`src/rtl/reg_op_scheduler.sv`:
```
// reg_op_scheduler
//   Arbitrated sequencer for a 4-entry signed register file (r0..r3) that
//   shares one add/sub unit between two requesters. At most one micro-op
//   (dst <= srcA op srcB/imm) executes per clock.
//
//   States: IDLE -> INIT (loads r0..r3, one per cycle) -> RUN -> DONE after
//   MAX_OPS accepted ops. DONE -> INIT again on start.
//
//   Optional feature macro: REG_OP_SAT_EN
//     defined   : ADD/SUB/ADDI saturate on signed overflow
//     undefined : results wrap modulo 2^DW
//     MOV is unaffected in both cases.
//
// Ports
//   clk, rst_n          clock (rising edge), asynchronous active-low reset
//   start               level; begins INIT from IDLE or DONE
//   reqN_valid/ready    N=0,1 handshake; op accepted when valid & ready
//   reqN_op             0 ADD, 1 SUB, 2 ADDI, 3 MOV
//   reqN_dst/srca/srcb  register indices (srcb ignored for ADDI/MOV)
//   reqN_imm            immediate
//   regs                {r3,r2,r1,r0}, registered
//   busy / done         state is INIT or RUN / state is DONE
//   op_count            ops accepted in the current run
module reg_op_scheduler #(
    parameter int DW      = 32,
    parameter int INIT_R0 = 30,
    parameter int INIT_R1 = 20,
    parameter int INIT_R2 = 15,
    parameter int INIT_R3 = 5,
    parameter int MAX_OPS = 16
) (
    input  logic                           clk,
    input  logic                           rst_n,
    input  logic                           start,
    input  logic                           req0_valid,
    output logic                           req0_ready,
    input  logic [1:0]                     req0_op,
    input  logic [1:0]                     req0_dst,
    input  logic [1:0]                     req0_srca,
    input  logic [1:0]                     req0_srcb,
    input  logic [DW-1:0]                  req0_imm,
    input  logic                           req1_valid,
    output logic                           req1_ready,
    input  logic [1:0]                     req1_op,
    input  logic [1:0]                     req1_dst,
    input  logic [1:0]                     req1_srca,
    input  logic [1:0]                     req1_srcb,
    input  logic [DW-1:0]                  req1_imm,
    output logic [4*DW-1:0]                regs,
    output logic                           busy,
    output logic                           done,
    output logic [$clog2(MAX_OPS+1)-1:0]   op_count
);

    localparam int CW = $clog2(MAX_OPS + 1);

    localparam logic [1:0] ST_IDLE = 2'd0;
    localparam logic [1:0] ST_INIT = 2'd1;
    localparam logic [1:0] ST_RUN  = 2'd2;
    localparam logic [1:0] ST_DONE = 2'd3;

    localparam logic [1:0] OP_SUB = 2'd1;
    localparam logic [1:0] OP_MOV = 2'd3;

    logic [1:0]          state_reg, state_next;
    logic [1:0]          init_idx_reg;
    logic [CW-1:0]       op_count_reg;
    logic                last_reg;      // 1: req1 was granted last
    logic [3:0][DW-1:0]  rf;

    function automatic logic [DW-1:0] init_value(input int idx);
        case (idx)
            0:       init_value = DW'(INIT_R0);
            1:       init_value = DW'(INIT_R1);
            2:       init_value = DW'(INIT_R2);
            default: init_value = DW'(INIT_R3);
        endcase
    endfunction

    // Round-robin: a lone requester wins; on a tie the one not granted last wins.
    logic grant0, grant1, run, accept, final_op;
    assign grant0     = req0_valid & (~req1_valid | last_reg);
    assign grant1     = req1_valid & (~req0_valid | ~last_reg);
    assign run        = (state_reg == ST_RUN);
    assign req0_ready = run & grant0;
    assign req1_ready = run & grant1;
    assign accept     = req0_ready | req1_ready;
    assign final_op   = accept && (op_count_reg == CW'(MAX_OPS - 1));

    // Fields of the winning request
    logic [1:0]    op_sel, dst_sel, srca_sel, srcb_sel;
    logic [DW-1:0] imm_sel;
    assign op_sel   = req1_ready ? req1_op   : req0_op;
    assign dst_sel  = req1_ready ? req1_dst  : req0_dst;
    assign srca_sel = req1_ready ? req1_srca : req0_srca;
    assign srcb_sel = req1_ready ? req1_srcb : req0_srcb;
    assign imm_sel  = req1_ready ? req1_imm  : req0_imm;

    // Operands come from the current register values, so an op whose source
    // is also its destination reads the old value.
    logic [DW-1:0] opa, opb, arith, result;
    assign opa = rf[srca_sel];
    assign opb = op_sel[1] ? imm_sel : rf[srcb_sel];   // ADDI/MOV use imm

`ifdef REG_OP_SAT_EN
    // One guard bit: overflow when the two top bits disagree.
    logic [DW:0] ext_sum;
    assign ext_sum = (op_sel == OP_SUB) ? ({opa[DW-1], opa} - {opb[DW-1], opb})
                                        : ({opa[DW-1], opa} + {opb[DW-1], opb});
    assign arith = (ext_sum[DW] != ext_sum[DW-1])
                 ? (ext_sum[DW] ? {1'b1, {(DW-1){1'b0}}} : {1'b0, {(DW-1){1'b1}}})
                 : ext_sum[DW-1:0];
`else
    assign arith = (op_sel == OP_SUB) ? (opa - opb) : (opa + opb);
`endif

    assign result = (op_sel == OP_MOV) ? imm_sel : arith;

    always_comb begin
        state_next = state_reg;
        case (state_reg)
            ST_IDLE: if (start) state_next = ST_INIT;
            ST_INIT: if (init_idx_reg == 2'd3) state_next = ST_RUN;
            ST_RUN:  if (final_op) state_next = ST_DONE;
            ST_DONE: if (start) state_next = ST_INIT;
            default: state_next = ST_IDLE;
        endcase
    end

    always_ff @(posedge clk or negedge rst_n) begin
        if (!rst_n) begin
            state_reg    <= ST_IDLE;
            init_idx_reg <= 2'd0;
            op_count_reg <= '0;
            last_reg     <= 1'b1;
        end else begin
            state_reg    <= state_next;
            init_idx_reg <= (state_reg == ST_INIT) ? init_idx_reg + 2'd1 : 2'd0;
            if ((state_reg == ST_IDLE || state_reg == ST_DONE) && start)
                op_count_reg <= '0;
            else if (accept)
                op_count_reg <= op_count_reg + CW'(1);
            if (accept)
                last_reg <= req1_ready;
        end
    end

    // One register per entry; INIT and op writes never overlap in time.
    genvar gi;
    generate
        for (gi = 0; gi < 4; gi++) begin : g_reg
            logic [DW-1:0] r_reg;
            logic          init_we;
            assign init_we = (state_reg == ST_INIT) && (init_idx_reg == 2'(gi));
            always_ff @(posedge clk or negedge rst_n) begin
                if (!rst_n)
                    r_reg <= '0;
                else if (init_we)
                    r_reg <= init_value(gi);
                else if (accept && dst_sel == 2'(gi))
                    r_reg <= result;
            end
            assign rf[gi] = r_reg;
        end
    endgenerate

    assign regs     = rf;
    assign busy     = (state_reg == ST_INIT) || (state_reg == ST_RUN);
    assign done     = (state_reg == ST_DONE);
    assign op_count = op_count_reg;

endmodule

```
`config.mk`:
```
export PLATFORM = sky130hd
export DESIGN_NAME = reg_op_scheduler
export DESIGN_NICKNAME = d
export VERILOG_FILES = /design/src/rtl/reg_op_scheduler.sv
export SDC_FILE = /design/constraint.sdc
export NUM_CORES = 1
export LEC_CHECK = 0
export CORE_MARGIN = 3
export CORE_UTILIZATION = 40
export CTS_CLUSTER_SIZE = 14
export DETAILED_ROUTE_END_ITERATION = 10
export GPL_ROUTABILITY_DRIVEN = 1
export MAX_ROUTING_LAYER = met4
export SYNTH_ARGS = -nofsm -noshare
export SYNTH_HDL_FRONTEND = slang
export SYNTH_SLANG_ARGS = --single-unit
```
`constraint.sdc`:
```
create_clock -name clk -period 7.8 [get_ports clk]
set_clock_uncertainty 0.05 [all_clocks]
set_input_delay 0.78 -clock clk [delete_from_list [all_inputs] [get_ports clk]]
set_output_delay 0.78 -clock clk [all_outputs]
set_load 0.01 [all_outputs]
```
=== Word level (Yosys, flattened, before mapping) ===
Cells that the tools add are included.

* Register bits after elaboration: 138
* Input bits: 85
* Word-level logic and storage cells: 88
* Output and inout bits: 137

* Order comparisons: 2
* Reductions and logical operators: 22
* Bitwise gates (word level): 10
* Multiplexer cells: 27
* Equal/unequal tests: 15
* Add/sub/neg operators: 4

{| class="wikitable"
|+ Operators by type and width
! operator !! count
|-
| two-way mux 32 bit || 14
|-
| binary-select mux 32 bit (select 2 bit) || 2
|-
| adder 32 bit || 1
|-
| subtractor 32 bit || 1
|-
| two-way mux 2 bit || 8
|-
| == test 2 bit, second input constant || 7
|-
| logical AND 1 bit || 10
|-
| two-way mux 5 bit || 2
|-
| nonzero test 2 bit || 5
|-
| == test 2 x 1 -> 1 bit, second input constant || 4
|-
| logical NOT 2 bit || 3
|-
| less-than comparator 2 x 3 -> 1 bit, second input constant || 2
|-
| one-hot mux 2 bit (3 select lines) || 1
|-
| adder 5 x 1 -> 5 bit, second input constant || 1
|-
| == test 5 x 4 -> 1 bit, second input constant || 1
|-
| AND 1 bit || 4
|-
| inequality test 2 x 1 -> 1 bit, second input constant || 2
|-
| NOT 1 bit || 3
|-
| bitwise OR 1 bit || 3
|-
| AND reduction 3 bit || 1
|-
| adder 2 x 1 -> 2 bit, second input constant || 1
|-
| logical OR 1 bit || 2
|-
| inequality test 2 bit, second input constant || 1
|-
| OR reduction 2 bit || 1
|}

=== Logic depth before layout (Yosys ltp) ===
Gate-level depths: netlist of run 1.

* Depth after elaboration: 13
* Mapped depth: 29
* Mapped depth without buffers: 27

=== Least setup slack after synthesis of run 1 ===
No wires, ideal clock.

* Path kind: input-to-reg
* Start: input port req0_valid
* End: register g_reg[2].r_reg[31]
* Data required time: 7.623 ns
* Library setup time: 0.127 ns
* Path slack: 2.470 ns
* Arrival time: 5.153 ns
* Stages: 21
* Path through: and2_1 > or3_4 > a211oi_4 > o21ai_1 > a211oi_4 > nand4_4 > nor4_1 > nand3_1 > a211o_1 > o211ai_1 > ha_1 > and3_1 > and2_1 > nand2_1 > o21ai_0 > o21bai_1 > o21ai_0 > o21ai_0 > a21oi_1 > or4_1 > nand3_1

* Word-level cells in the longest chain between the ends: 13
* Elaborated cells between the ends (all ways): 28
* Classes of those cells: add/sub: 2; eq/ne: 3; mux: 14; bitwise: 7; reduce/logical: 2

{| class="wikitable"
|+ Ends and longest elaborated chain
! what !! line !! text
|-
| start: declaration || 35 || <nowiki>input logic req0_valid,</nowiki>
|-
| NOT 1 bit || 83 || <nowiki>assign grant1 = req1_valid & (~req0_valid | ~last_reg);</nowiki>
|-
| bitwise OR 1 bit || 83 ||
|-
| AND 1 bit || 83 ||
|-
| AND 1 bit || 86 || <nowiki>assign req1_ready = run & grant1;</nowiki>
|-
| two-way mux 2 bit || 96 || <nowiki>assign srcb_sel = req1_ready ? req1_srcb : req0_srcb;</nowiki>
|-
| binary-select mux 32 bit (select 2 bit) || 103 || <nowiki>assign opb = op_sel[1] ? imm_sel : rf[srcb_sel];</nowiki>
|-
| two-way mux 32 bit (not written as such) || 103 ||
|-
| two-way mux 32 bit || 103 ||
|-
| adder 32 bit / subtractor 32 bit (equally long branches) || 114 || <nowiki>assign arith = (op_sel == OP_SUB) ? (opa - opb) : (opa + opb);</nowiki>
|-
| two-way mux 32 bit || 114 ||
|-
| two-way mux 32 bit || 117 || <nowiki>assign result = (op_sel == OP_MOV) ? imm_sel : arith;</nowiki>
|-
| two-way mux 32 bit || 160 || <nowiki>else if (accept && dst_sel == 2'(gi))</nowiki>
|-
| two-way mux 32 bit || 158 || <nowiki>else if (init_we)</nowiki>
|-
| end signal: assignment || 159 || <nowiki>r_reg <= init_value(gi);</nowiki>
|-
| end signal: assignment || 161 || <nowiki>r_reg <= result;</nowiki>
|-
| end: declaration || 152 || <nowiki>logic [DW-1:0] r_reg;</nowiki>
|}

Several ways; a longest one is shown, not always the timed one. The select of a mux whose other input is x is not followed.
A chain may end at the register's enable or synchronous reset.

=== Worst setup path in the final report of run 1 ===
* Start: input port req0_valid
* End: register g_reg[1].r_reg[31]

* Word-level cells in the longest chain between the ends: 13
* Elaborated cells between the ends (all ways): 28
* Classes of those cells: add/sub: 2; eq/ne: 3; mux: 14; bitwise: 7; reduce/logical: 2

{| class="wikitable"
|+ Ends and longest elaborated chain
! what !! line
|-
| NOT 1 bit || 83
|-
| bitwise OR 1 bit || 83
|-
| AND 1 bit || 83
|-
| AND 1 bit || 86
|-
| two-way mux 2 bit || 96
|-
| binary-select mux 32 bit (select 2 bit) || 103
|-
| two-way mux 32 bit (not written as such) || 103
|-
| two-way mux 32 bit || 103
|-
| adder 32 bit / subtractor 32 bit (equally long branches) || 114
|-
| two-way mux 32 bit || 114
|-
| two-way mux 32 bit || 117
|-
| two-way mux 32 bit || 160
|-
| two-way mux 32 bit || 158
|-
| end signal: assignment || 159
|-
| end signal: assignment || 161
|-
| end: declaration || 152
|}

Several ways; a longest one is shown, not always the timed one. The select of a mux whose other input is x is not followed.

==> flow_metrics.env, run 1 <==
export IMPL_worst_hold_slack_ns=0.318
export IMPL_p_int_mw=3.50
export IMPL_cp_required_ns=8.06
export IMPL_critPathArrivalTime_ns=7.38
export IMPL_postRouteAntennaNets=0
export IMPL_grt_pass1_vias=10500
export IMPL_stdcell_area_mm2=0.0142
export IMPL_core_mm2=0.0264
export IMPL_drc=0
export IMPL_routed_wirelength_mm=42.8
export IMPL_grt_max_degree=88
export IMPL_p_comb_share_pct=64.9
export IMPL_drtIter0Drc=1069
export IMPL_netlist_area_mm2=0.0109
export IMPL_path_delay_family="compound AO/OA/AOI/OAI gates"
export IMPL_r2r_cells=26
export IMPL_drive_above_1_share_pct=11.4
export IMPL_start_util_pct=41.2
export IMPL_yosys_most_used_dff="dfrtp_1"
export IMPL_cp_max_fo=10
export IMPL_synthArstFlopShare_pct=100
export IMPL_gp_congestion=1.03
export IMPL_final_core_util_pct=53.6
export IMPL_rows=59
export IMPL_clk_latency_ns=0.44
export IMPL_critPathLaunchType="primary input"
export IMPL_fmaxAchievable_ghz=0.140
export IMPL_synthCells=1157
export IMPL_grt_pass1_wl_mm=64.3
export IMPL_ir_drop_mv=0.209
export IMPL_path_buf_inv=1
export IMPL_hold_class="primary input to async pin"
export IMPL_synth_seq_area_share_pct=31.7
export IMPL_numClockSinks=138
export IMPL_p_sw_share_pct=47.3
export IMPL_nNetsFinal=1499
export IMPL_finalNonFillerCells=1719
export IMPL_clk_pin_slew_worst_paths_ns=0.07
export IMPL_yosys_warnings=0
export IMPL_synth_area_per_cell_um2=9.41
export IMPL_ys_types=85
export IMPL_cts_tree="yes"
export IMPL_p_leak_nw=6.22
export IMPL_end_kind="flip-flop"
export IMPL_relSlewSlack_pct=17.0
export IMPL_cts_root_buf="clkbuf_16"
export IMPL_fin_ws_ns=0.678
export IMPL_rsz0062_at_grt="false"
export IMPL_die_w_um=171
export IMPL_crit_slowest_cell="a211oi_2"
export IMPL_p_total_mw=6.64
export IMPL_ios=222
export IMPL_ctsLongestPathBuffers=2
export IMPL_status="complete, no violations"
export IMPL_pre_cts_ws_ns=0.504
export IMPL_dpl_hpwl_mm=30.7
export IMPL_chipHeight_um=171
export IMPL_vias=10800
export IMPL_finalCritPeriodShare_pct=91.3
export IMPL_wl_per_cell_um=24.9
export IMPL_worst_path_most_repeated_cell="o21ai_0"
export IMPL_tns_ns=0
export IMPL_clock_power_share_pct=13.1
export IMPL_ctsHoldBuffers=0
export IMPL_via_per_inst=6.30
export IMPL_die_area_mm2=0.0292
export IMPL_powerDensity_mw_per_mm2=469
export IMPL_postSynthNetCount=1286
export IMPL_grt_antenna_before_repair=0
export IMPL_crit_type="primary input to flip-flop"
export IMPL_drt_first_pass_iters=5
export IMPL_overflow=0
export IMPL_fin_crit_ns=7.12
export IMPL_largest_reg_flops=128
export IMPL_slew_violations=0
export IMPL_critPathMaxStageDelay_ns=0.73
export IMPL_synth_seq_cells=138
export IMPL_finalHoldViolCount=0
export IMPL_p_sw_mw=3.14
export IMPL_post_cts_buffers=0
export IMPL_place_inst=1686
export IMPL_cts_resized=0
export IMPL_path_cells="clkdlybuf4s50_1 -> and2_1 -> o21ai_1 -> a211oi_2 -> a222oi_1 -> a31oi_2 -> nand4_4 -> nor4_1 -> nand2_1 -> o21ai_0 -> xnor2_1 -> a21oi_1 -> ha_1 -> and3_1 -> and2_1 -> nand2_1 -> o21ai_0 -> o21bai_1 -> o21ai_0 -> o21ai_0 -> a21oi_1 -> or4_1 -> nand3_1"
export IMPL_worst_pin_slew_ns=1.25
export IMPL_grt_total_usage_pct=29.7
export IMPL_setup_viol=0
export IMPL_cap_violations=0
export IMPL_placed_area_mm2=0.0136
export IMPL_power_frac_seq_pct=21.9
export IMPL_numCtsBuffers=17
export IMPL_synth_edff_count=0
export IMPL_crit_cells=23
export IMPL_htree_levels=4
export IMPL_area_delta_synth_final_pct=30.1
export IMPL_io_buffers=221
## kinds of logic (layout without fill, tap and decap cells)
logic type | after synthesis | count (layout) | share of synthesized area (%)
flip-flops | 138 | 138 | 31.7
AO/OA/AOI/OAI | 388 | 388 | 26.0
XOR/XNOR | 58 | 58 | 4.67
buffers and inverters | 94 | 320 | 4.11
AND/OR/NAND/NOR | 337 | 337 | 15.7
adder cells (fa/ha/maj) | 44 | 44 | 5.13
multiplexers | 98 | 98 | 12.7
other | 0 | 1 | 0
## Yosys cell counts (4+ instances only)
library cell	count	area share, %
dfrtp_1	137	31
nand2_1	120	4.1
a22o_1	98	7.9
a21oi_1	82	3.8
mux2i_1	63	5.8
nor2_1	62	2.1
o21ai_0	58	2.7
clkbuf_1	44	1.5
ha_1	43	4.9
nand3_1	42	1.9
xor2_1	33	2.7
mux4_2	32	6.6
and3_1	26	1.5
a21o_1	25	1.7
xnor2_1	25	2.0
inv_1	24	0.83
a211oi_1	17	1.2
a31oi_1	13	0.75
nand2b_1	13	0.75
nand4_1	13	0.75
o21a_1	12	0.83
a221o_1	11	1.0
and2_1	10	0.57
buf_2	9	0.41
nor2b_1	8	0.46
buf_6	7	0.72
o22a_1	7	0.56
a2111oi_0	6	0.48
a311oi_1	6	0.48
nor3_1	6	0.28
a22oi_1	5	0.34
buf_1	5	0.17
or3_1	5	0.29
nor3b_1	4	0.28
nor4_1	4	0.23
o21bai_1	4	0.28
or4_1	4	0.28
## final cells by class
cell class	count	area, um^2
sequential	138	3450
tap	335	419
inverter	24	90.1
clock inverter	13	168
multi-input combinational	925	7060
antenna	1	2.50
timing repair buffer	264	2540
clock buffer	19	443
fill	2478	12300
## layer usage
metal	track usage, %	vias to the layer above	share of wire (%)	wire, um
met1	41.1	5362	45	19100
met3	6.24	54	8.5	3640
met4	8.12	0	2.1	877
li1	-	4847	-	-
met5	-	-	0	0
met2	44.3	572	45	19200
## worst reg2reg max path: stages, from the launching register on
cell	delay, ns
dfrtp_1	0.42
inv_1	0.09
ha_1	0.27
nand2_2	0.26
o21ai_1	0.55
nand4_1	0.53
a211oi_1	0.39
a221o_2	0.21
o311ai_1	0.15
nor4b_4	0.29
buf_4	0.21
nor3b_1	0.54
a31oi_1	0.18
xor2_1	0.18
ha_1	0.33
nand2_1	0.10
inv_1	0.08
and3_1	0.19
and2_1	0.14
nand2_1	0.08
o21ai_0	0.07
o21bai_1	0.20
o21ai_0	0.42
o21ai_0	0.16
a21oi_1	0.46
or4_1	0.19
nand3_1	0.06
## placed cells by master, fill, tap and decap left out, types with 32 or more instances in the layout
cell             instances
a21oi_1                 77
a22o_1                  98
buf_4                   43
clkdlybuf4s50_1        220
dfrtp_1                137
ha_1                    43
mux2i_1                 61
mux4_2                  32
nand2_1                120
nand3_1                 42
nor2_1                  59
o21ai_0                 58
xor2_1                  33
## power groups by stage
stage,registers (mW),logic [mW],clock network (mW)
floorplan,1.45,2.56,0
global placement,1.46,4.22,0
detailed placement,1.45,4.22,0
CTS,1.45,4.26,0.874
global route,1.50,4.67,0.905
finish,1.46,4.31,0.870
## worst paths after layout
path,startpoint,to,slack (ns)
min in group clk,init_idx_reg[0],init_idx_reg[0],0.44
worst min register to register,init_idx_reg[0],init_idx_reg[0],0.44
worst min-delay path,rst_n,g_reg[2].r_reg[20],0.32
worst max-delay path,req0_valid,g_reg[1].r_reg[31],0.68
worst max register to register,state_reg[0],g_reg[1].r_reg[31],0.86
max in group asynchronous,rst_n,g_reg[2].r_reg[5],6.24
Note: power is estimated with default switching activity, not from simulation.
==> run 2, diff against run 1 <==
--- a/config.mk
+++ b/config.mk
@@ -5,12 +5,14 @@
 export SDC_FILE = /design/constraint.sdc
 export NUM_CORES = 1
 export LEC_CHECK = 0
+export CAP_MARGIN = 5
 export CORE_MARGIN = 3
 export CORE_UTILIZATION = 40
 export CTS_CLUSTER_SIZE = 14
 export DETAILED_ROUTE_END_ITERATION = 10
 export GPL_ROUTABILITY_DRIVEN = 1
 export MAX_ROUTING_LAYER = met4
+export SKIP_LAST_GASP = 1
 export SYNTH_ARGS = -nofsm -noshare
 export SYNTH_HDL_FRONTEND = slang
 export SYNTH_SLANG_ARGS = --single-unit
==> results of run 2 <==
Same layout as run 1: the final DEF is identical, and so are final timing and power.
